`src/rtl/warp_imem_responder_if.sv`:
```
// Fetch-request handshake between the warp controller and the instruction
// memory responder.
//   mem_req    : controller asks for a kernel fetch
//   req_addr   : kernel start byte address (word aligned when legal)
//   req_length : number of 32-bit instructions to fetch
//   mem_ready  : responder can accept a request this cycle
//   mem_valid  : one-cycle pulse, burst finished successfully
//   mem_error  : one-cycle pulse, request was rejected
// The controller side uses the master modport, the responder the slave one.
interface warp_imem_responder_if;
  logic        mem_req;
  logic [31:0] req_addr;
  logic [15:0] req_length;
  logic        mem_ready;
  logic        mem_valid;
  logic        mem_error;

  modport master (
    output mem_req, req_addr, req_length,
    input  mem_ready, mem_valid, mem_error
  );

  modport slave (
    input  mem_req, req_addr, req_length,
    output mem_ready, mem_valid, mem_error
  );
endinterface

```
`src/rtl/warp_imem_responder.sv`:
```
// Instruction memory responder: accepts a kernel fetch (byte address + word
// count), reads the words from a single-port SRAM with 1-cycle read latency
// and pushes them, in ascending address order, into the instruction FIFO.
// A 2-entry buffer plus an in-flight flag absorbs FIFO backpressure without
// dropping or duplicating words.
// Ports:
//   clk, rst_n  : clock, synchronous active-low reset
//   fetch       : request handshake (slave side)
//   sram_en     : SRAM read enable
//   sram_addr   : SRAM word address
//   sram_rdata  : SRAM read data, valid the cycle after sram_en
//   fifo_push   : FIFO push strobe (held while fifo_full)
//   fifo_wdata  : FIFO push data (buffer head)
//   fifo_full   : FIFO full; a push happens only when fifo_push && !fifo_full
//   busy        : responder is not idle
//   words_sent  : words pushed in the current or last burst
module warp_imem_responder #(
  parameter int IMEM_DEPTH = 1024,
  parameter int ADDR_W     = 10
) (
  input  logic                 clk,
  input  logic                 rst_n,
  warp_imem_responder_if.slave fetch,
  output logic                 sram_en,
  output logic [ADDR_W-1:0]    sram_addr,
  input  logic [31:0]          sram_rdata,
  output logic                 fifo_push,
  output logic [31:0]          fifo_wdata,
  input  logic                 fifo_full,
  output logic                 busy,
  output logic [15:0]          words_sent
);

  typedef enum logic [1:0] {IDLE, READ, DONE, ERROR} state_t;

  state_t            state, state_next;
  logic [ADDR_W-1:0] rd_ptr;
  logic [15:0]       rd_left;
  logic [15:0]       push_left;
  logic [31:0]       buf_data [2];
  logic              buf_head;
  logic [1:0]        buf_count;
  logic              inflight;

  logic        push_fire;
  logic [2:0]  occ_after;
  logic [32:0] range_end;
  logic        reject;
  logic        accept_ok;
  logic        accept_read;
  logic        ready, valid, error;
  logic        wr_idx;

  assign push_fire  = fifo_push && !fifo_full;
  // Buffer occupancy once this cycle's pop is taken and the in-flight word
  // lands; a new read is only safe if it will still find a free slot.
  assign occ_after  = {1'b0, buf_count} + {2'b00, inflight} - {2'b00, push_fire};

  // 33-bit sum so a huge start address plus length cannot wrap into range.
  assign range_end  = {3'b000, fetch.req_addr[31:2]} + {17'd0, fetch.req_length};
  assign reject     = (fetch.req_addr[1:0] != 2'b00) || (range_end > 33'(IMEM_DEPTH));

  assign accept_ok   = (state == IDLE) && fetch.mem_req && !reject;
  assign accept_read = accept_ok && (fetch.req_length != 16'd0);

  assign fifo_push  = (buf_count != 2'd0);
  assign fifo_wdata = buf_data[buf_head];
  assign sram_addr  = rd_ptr;
  // An arriving word never finds more than one slot occupied, so the free
  // slot sits directly behind the head.
  assign wr_idx     = buf_head ^ buf_count[0];

  assign fetch.mem_ready = ready;
  assign fetch.mem_valid = valid;
  assign fetch.mem_error = error;
  assign busy            = !ready;

  always_comb begin
    // NOTE: every signal written here gets a default first, so no branch can
    // leave one unassigned and infer a latch.
    state_next = state;
    ready      = 1'b0;
    valid      = 1'b0;
    error      = 1'b0;
    sram_en    = 1'b0;
    case (state)
      IDLE: begin
        ready = 1'b1;
        if (fetch.mem_req) begin
          if (reject)                          state_next = ERROR;
          else if (fetch.req_length == 16'd0)  state_next = DONE;
          else                                 state_next = READ;
        end
      end
      READ: begin
        sram_en = (rd_left != 16'd0) && (occ_after < 3'd2);
        if (push_fire && (push_left == 16'd1)) state_next = DONE;
      end
      DONE: begin
        valid      = 1'b1;
        state_next = IDLE;
      end
      ERROR: begin
        error      = 1'b1;
        state_next = IDLE;
      end
      default: state_next = IDLE;
    endcase
  end

  always_ff @(posedge clk) begin
    // NOTE: sequential state uses non-blocking assignments only, so every
    // register samples the pre-edge values regardless of statement order.
    if (!rst_n) begin
      state       <= IDLE;
      rd_ptr      <= '0;
      rd_left     <= '0;
      push_left   <= '0;
      words_sent  <= '0;
      buf_head    <= 1'b0;
      buf_count   <= 2'd0;
      inflight    <= 1'b0;
      // NOTE: the buffer is just two flops, cleared so fifo_wdata reads zero
      // out of reset; a real RAM array would not be reset.
      buf_data[0] <= '0;
      buf_data[1] <= '0;
    end else begin
      state <= state_next;

      if (accept_read) begin
        rd_ptr    <= fetch.req_addr[ADDR_W+1:2];
        rd_left   <= fetch.req_length;
        push_left <= fetch.req_length;
      end else begin
        if (sram_en) begin
          rd_ptr  <= rd_ptr + 1'b1;
          rd_left <= rd_left - 1'b1;
        end
        if (push_fire) push_left <= push_left - 1'b1;
      end

      if (accept_ok)      words_sent <= '0;
      else if (push_fire) words_sent <= words_sent + 1'b1;

      if (inflight) buf_data[wr_idx] <= sram_rdata;
      buf_count <= buf_count + {1'b0, inflight} - {1'b0, push_fire};
      buf_head  <= buf_head ^ push_fire;
      inflight  <= sram_en;
    end
  end

endmodule

```
`src/flat_wrapper.sv`:
```
// flat-port wrapper written by rule: the top's interface ports become plain ports
module warp_imem_responder_flat 
#(
  parameter int IMEM_DEPTH = 1024,
  parameter int ADDR_W     = 10
)
  (clk, rst_n, sram_en, sram_addr, sram_rdata, fifo_push, fifo_wdata, fifo_full, busy, words_sent, fetch_mem_req, fetch_req_addr, fetch_req_length, fetch_mem_ready, fetch_mem_valid, fetch_mem_error);
  warp_imem_responder_if fetch_i ();
  input  logic clk;
  input  logic rst_n;
  output logic sram_en;
  output logic [ADDR_W-1:0] sram_addr;
  input  logic [31:0] sram_rdata;
  output logic fifo_push;
  output logic [31:0] fifo_wdata;
  input  logic fifo_full;
  output logic busy;
  output logic [15:0] words_sent;
  input wire logic [$bits(fetch_i.mem_req)-1:0] fetch_mem_req;
  input wire logic [$bits(fetch_i.req_addr)-1:0] fetch_req_addr;
  input wire logic [$bits(fetch_i.req_length)-1:0] fetch_req_length;
  output wire logic [$bits(fetch_i.mem_ready)-1:0] fetch_mem_ready;
  output wire logic [$bits(fetch_i.mem_valid)-1:0] fetch_mem_valid;
  output wire logic [$bits(fetch_i.mem_error)-1:0] fetch_mem_error;
  assign fetch_i.mem_req = fetch_mem_req;
  assign fetch_i.req_addr = fetch_req_addr;
  assign fetch_i.req_length = fetch_req_length;
  assign fetch_mem_ready = fetch_i.mem_ready;
  assign fetch_mem_valid = fetch_i.mem_valid;
  assign fetch_mem_error = fetch_i.mem_error;
  warp_imem_responder #(.IMEM_DEPTH(IMEM_DEPTH), .ADDR_W(ADDR_W)) u_core (.clk(clk), .rst_n(rst_n), .fetch(fetch_i), .sram_en(sram_en), .sram_addr(sram_addr), .sram_rdata(sram_rdata), .fifo_push(fifo_push), .fifo_wdata(fifo_wdata), .fifo_full(fifo_full), .busy(busy), .words_sent(words_sent));
endmodule
```
`config.mk`:
```
export PLATFORM = sky130hd
export DESIGN_NAME = warp_imem_responder_flat
export DESIGN_NICKNAME = d
export VERILOG_FILES = /design/src/rtl/warp_imem_responder_if.sv /design/src/rtl/warp_imem_responder.sv /design/src/flat_wrapper.sv
export SDC_FILE = /design/constraint.sdc
export NUM_CORES = 1
export LEC_CHECK = 0
export CAP_MARGIN = 10
export CORE_UTILIZATION = 35
export CTS_BUF_LIST = sky130_fd_sc_hd__clkbuf_4 sky130_fd_sc_hd__clkbuf_8
export CTS_CLUSTER_DIAMETER = 80
export DETAILED_ROUTE_END_ITERATION = 10
export SYNTH_ARGS = -nofsm -noshare
export SYNTH_HDL_FRONTEND = slang
export SYNTH_SLANG_ARGS = --single-unit
```
`constraint.sdc`:
```
create_clock -name clk -period 5.15 [get_ports clk]
set_input_delay 1.03 -clock clk [delete_from_list [all_inputs] [get_ports clk]]
set_output_delay 1.03 -clock clk [all_outputs]
set_load 0.01 [all_outputs]
```
Word-level counts from Yosys, hierarchy flattened

Memories as Yosys holds them, arrays and structs flattened. A register that Yosys moved wholly into a read port is not among the register bits.
Cells that the tools add are included.

Bitwise logic cells: 3
Add/subtract/negate cells: 9
Equal/unequal tests: 6
Multiplexer cells: 23
Magnitude comparators: 2
Reduce and logical (&&, ||, !) cells: 22

Operators by type and width:

| operator                                             | number |
|---|---|
| two-way mux 16 bit                                   | 4 |
| > comparator 33 x 11 -> 1 bit, second input constant | 1 |
| two-way mux 32 bit                                   | 1 |
| nonzero test 16 bit                                  | 2 |
| OR reduction 32 bit                                  | 1 |
| subtractor 16 x 1 -> 16 bit, second input constant   | 2 |
| adder 30 x 16 -> 31 bit                              | 1 |
| two-way mux 10 bit                                   | 2 |
| adder 16 x 1 -> 16 bit, second input constant        | 1 |
| equality test 16 x 1 -> 1 bit, second input constant | 1 |
| zero test 16 bit                                     | 1 |
| two-way mux 1 bit                                    | 11 |
| adder 10 x 1 -> 10 bit, second input constant        | 1 |
| two-way mux 2 bit                                    | 4 |
| nonzero test 2 bit                                   | 4 |
| logical AND 1 bit                                    | 6 |
| case mux 2 bit (3 select lines)                      | 1 |
| equality test 2 bit, second input constant           | 2 |
| OR reduction 2 bit                                   | 2 |
| adder 2 x 1 -> 3 bit                                 | 1 |
| zero test 1 bit                                      | 3 |
| < comparator 3 x 2 -> 1 bit, second input constant   | 1 |
| subtractor 3 x 1 -> 3 bit                            | 1 |
| adder 2 x 1 -> 2 bit                                 | 1 |
| other kinds (9)                                      | 10 |

Logic and storage cells: 74
Output and inout port bits: 64
Flip-flop bits (word level): 64
Memories kept: 1
Input port bits: 84
Bits in writable memories: 64

Memory list:

| name            | depth | bits a word | rd ports | clocked after Yosys merged registers in | wr ports | line                      | RTL |
|---|---|---|---|---|---|---|---|
| u_core.buf_data | 2     | 32          | 1        | 1                                       | 2        | warp_imem_responder.sv:40 | `logic [31:0] buf_data [2];` |

Longest topological paths before layout

Depth in word-level cells: 8
Mapped depth: 17

Worst setup path after synthesis

Ideal clock, no wire load.

Path type: in2out
Start: in fifo_full
End: out sram_en
Data arrival time: 3.242 ns
Stages on the path: 13
Required time: 4.120 ns
Path slack: 0.878 ns
Cells stage by stage: nand2b_1 -> clkbuf_1 -> inv_2 -> ha_1 -> inv_1 -> ha_1 -> inv_1 -> fa_1 -> xnor2_1 -> nand3_1 -> a21o_1 -> inv_1 -> clkbuf_1

Longest elaborated chain between the ends: 6

Ends and longest elaborated chain:

| item                        | line                      | RTL |
|---|---|---|
| start, declared             | flat_wrapper.sv:16        | `input logic fifo_full;` |
| zero test 1 bit             | warp_imem_responder.sv:54 | `assign push_fire = fifo_push && !fifo_full;` |
| logical AND 1 bit           | warp_imem_responder.sv:54 |  |
| named net u_core.push_fire  | warp_imem_responder.sv:45 | `logic push_fire;` |
| subtractor 3 x 1 -> 3 bit   | warp_imem_responder.sv:57 | `assign occ_after = {1'b0, buf_count} + {2'b00, inflight} - {2'b00, push_fire};` |
| < comparator 3 x 2 -> 1 bit | warp_imem_responder.sv:96 | `sram_en = (rd_left != 16'd0) && (occ_after < 3'd2);` |
| logical AND 1 bit           | warp_imem_responder.sv:96 |  |
| two-way mux 1 bit           | warp_imem_responder.sv:86 | `case (state)` |
| end, declared               | flat_wrapper.sv:11        | `output logic sram_en;` |

The timed path passes the listed nets, and every way through them passes these cells.

Final worst setup path

Same ends and word-level chain as after synthesis.

==> flow_summary.json <==
{
  "outcome": "completed",
  "clock_skew_ns": 0.0183,
  "drv_cap": 0,
  "numCtsBuffers": 17,
  "wl_met1_um": 10100,
  "swShare_pct": 33.8,
  "yosys-top-cells-area": "edfxtp_1 24%, dfxtp_1 16%, and2_1 5.3%, mux2_2 4.5%, xnor2_1 3.6%",
  "finalHoldViolCount": 0,
  "crit_top_cell": "inv_1",
  "hpwl_um": 16900,
  "cts_max_level": 4,
  "wire_per_inst_um": 17.5,
  "rsz0062_at_grt": "false",
  "antenna_cells": 0,
  "finalPower_w": 0.00384,
  "area_growth_pct": 28.8,
  "ys_async_sr_fraction_pct": 0,
  "ys_warn_count": 0,
  "cp_num_buf_inv": 6,
  "gr-total-overflow": 0,
  "wl_met3_um": 1340,
  "cts_tree": "built",
  "synthCells": 857,
  "firstDrtPassIters": 5,
  "postCtsHoldBufs": 0,
  "cts_buffer_depth": 2,
  "clk_pin_slew_ns": 0.08,
  "core_area_sq_um": 22100,
  "synth_nets": 966,
  "crit_chain": "clkdlybuf4s50_1 -> nand2b_1 -> inv_2 -> ha_1 -> inv_1 -> ha_1 -> inv_1 -> fa_1 -> xnor2_1 -> nand3_1 -> a21o_1 -> inv_1 -> clkdlybuf4s50_1",
  "cts.sinks": 129,
  "syn_area_sq_um": 7980,
  "drc": 0,
  "setup_ws_ns": 0.381,
  "drtIter0Drc": 458,
  "wl_um": 22800,
  "io-pin-count": 148,
  "start_util_pct": 36.1,
  "arrival_ns": 3.74,
  "p_switching_w": 0.00130,
  "clkPwrFrac_pct": 25.4,
  "timing.setup.tns_ns": 0,
  "routabilityCongestion": 1.03,
  "cts_setup_buffers": 0,
  "startpoint_type": "input port",
  "synth-edff-count": 64,
  "vias": 7052,
  "layout.nets": 1115,
  "slew_violations": 0,
  "ys_types": 80,
  "dpl_cell_area_sq_um": 9830,
  "final.period_utilization_pct": 92.6,
  "cp_top_family": "buffers and inverters",
  "synth_seq_area_share_pct": 40.4,
  "synth_top_area_cell": "edfxtp_1",
  "gr-usage-all-layers_pct": 19.6,
  "total_leakage_power_nw": 3.70,
  "min_path_type": "reg2reg",
  "cp_slowest_stage_delay_ns": 0.54,
  "power.internal_w": 0.00254,
  "postRouteAntennaNets": 0,
  "via_per_inst": 5.43,
  "end_kind": "primary output",
  "ctsResizeCount": 0,
  "syn_area_per_cell_sq_um": 9.31,
  "synth_top_area_share_pct": 24.1,
  "slew_headroom_pct": 62.7,
  "crit_slowest_cell": "clkdlybuf4s50_1",
  "dr_wl_met2_um": 10800,
  "grt_pass1_vias": 6745,
  "insertion_delay_ns": 0.45,
  "antenna_found_initial": 0,
  "cp_max_fo": 5,
  "routed.top_layer": "met4",
  "dieArea_sq_um": 23400,
  "stdcell_area_sq_um": 10300,
  "dpl_worst_slack_ns": 0.227,
  "layout_commonest_cell": "clkdlybuf4s50_1",
  "drive_above_1_share_pct": 12.1,
  "comb_power_share_pct": 39.0,
  "die_w_um": 153,
  "cts_root_buf": "clkbuf_8",
  "row_count": 54,
  "synth-main-ff-cell": "dfxtp_1",
  "ys_seq_elements": 129,
  "grt_max_degree": 47,
  "seqPwrFrac_pct": 35.6,
  "worstMarginPinSlew_ns": 0.559,
  "worstSetupPathType": "in2out",
  "setup_viol": 0,
  "powerDensity_nw_per_um2": 373,
  "final_cell_mix": "147 x clkdlybuf4s50_1, 73 x nor2_1, 67 x and2_1",
  "fin_crit_ns": 4.77,
  "max_freq_ghz": 0.210,
  "die_h_um": 153,
  "crit_required_ns": 4.12,
  "ir_drop_v": 0.000210,
  "port_buffers": 147,
  "grt_pass1_wl_um": 36100,
  "hold_slack_ns": 0.516
}
-- logic make-up after synthesis --
| family | synth area share, % |
|---|---|
| xor+xnor | 5.82 |
| buf+inv | 3.68 |
| fa+ha+maj | 4.11 |
| mux | 5.02 |
| flops | 40.4 |
| compound gates | 16.6 |
| simple gates | 24.4 |
-- sequential cells by signal, indices dropped and copies added (netlist names), named ones only --
| signal | count |
|---|---|
| u_core.buf_count | 2 |
| u_core.buf_data | 64 |
| u_core.buf_head | 1 |
| u_core.inflight | 1 |
| u_core.push_left | 16 |
| u_core.rd_left | 16 |
| u_core.sram_addr | 10 |
| u_core.state | 2 |
| u_core.words_sent | 16 |
-- worst register-to-register path: stages (launching register included) --
cell	delay (ns)
dfxtp_1	0.35
or2_1	0.27
nand2b_1	0.12
inv_2	0.05
ha_1	0.28
inv_1	0.05
ha_1	0.13
inv_1	0.04
fa_1	0.37
xnor2_1	0.14
nand3_1	0.18
a21o_1	0.23
buf_4	0.20
nor3_1	0.46
a21oi_1	0.09
o41a_1	0.15
a221oi_2	0.27
-- synth_stat cells (7+ instances only) --
library cell and n:
nor2b_1 7, a31oi_1 11, nand2_1 62, edfxtp_1 64, nor2_1 73, xnor2_1 33
xor2_1 20, inv_1 21, and2_1 67, mux2_2 32, o211ai_1 16, o21ai_0 25
dfxtp_1 65, clkbuf_1 26, nor4_1 17, a211oi_1 22, and3_1 20, nand4_1 15
o41a_1 8, nand3_1 25, buf_2 13, nor3_1 39, a21oi_1 29, ha_1 23
-- worst paths after layout --
path	start	to	slack, ns	cells past startpoint
max	fifo_full	sram_en	0.38	13
min	u_core.sram_addr[1]	u_core.sram_addr[1]	0.52	2
max reg2reg	u_core.buf_count[0]	u_core.rd_left[5]	1.71	16
min reg2reg	u_core.sram_addr[1]	u_core.sram_addr[1]	0.52	2
-- final cells by class --
cell class	count	area (sq um)
fillers	2081	11800
inverters	23	86.3
repair buffers	177	1700
flip-flops and latches	129	3220
clock inverters	9	158
multi-input cells	658	4470
well taps	280	350
clock buffers	23	292
-- routing by layer --
metal / GRT usage [%] / vias to the layer above
met5: 0 / -
met2: 33.3 / 261
met4: 6.97 / 0
li1: - / 3464
met1: 24.6 / 3294
met3: 4.05 / 33
-- power by group through the flow --
stage / clock, W / combinational (W) / sequential (W)
floorplan: 0 / 0.000978 / 0.00136
global placement: 0 / 0.00149 / 0.00138
detailed placement: 0 / 0.00149 / 0.00139
CTS: 0.000994 / 0.00150 / 0.00136
global route: 0.00103 / 0.00165 / 0.00139
finish: 0.000974 / 0.00150 / 0.00137
-- metrics by stage --
stage,cells,util [%]
finish,1299,46.5
global route,1299,46.5
CTS,1299,46.5
detailed placement,1267,44.5
global placement,1267,44.5
floorplan,857,-
No activity file was read; power rests on OpenSTA's default activity.
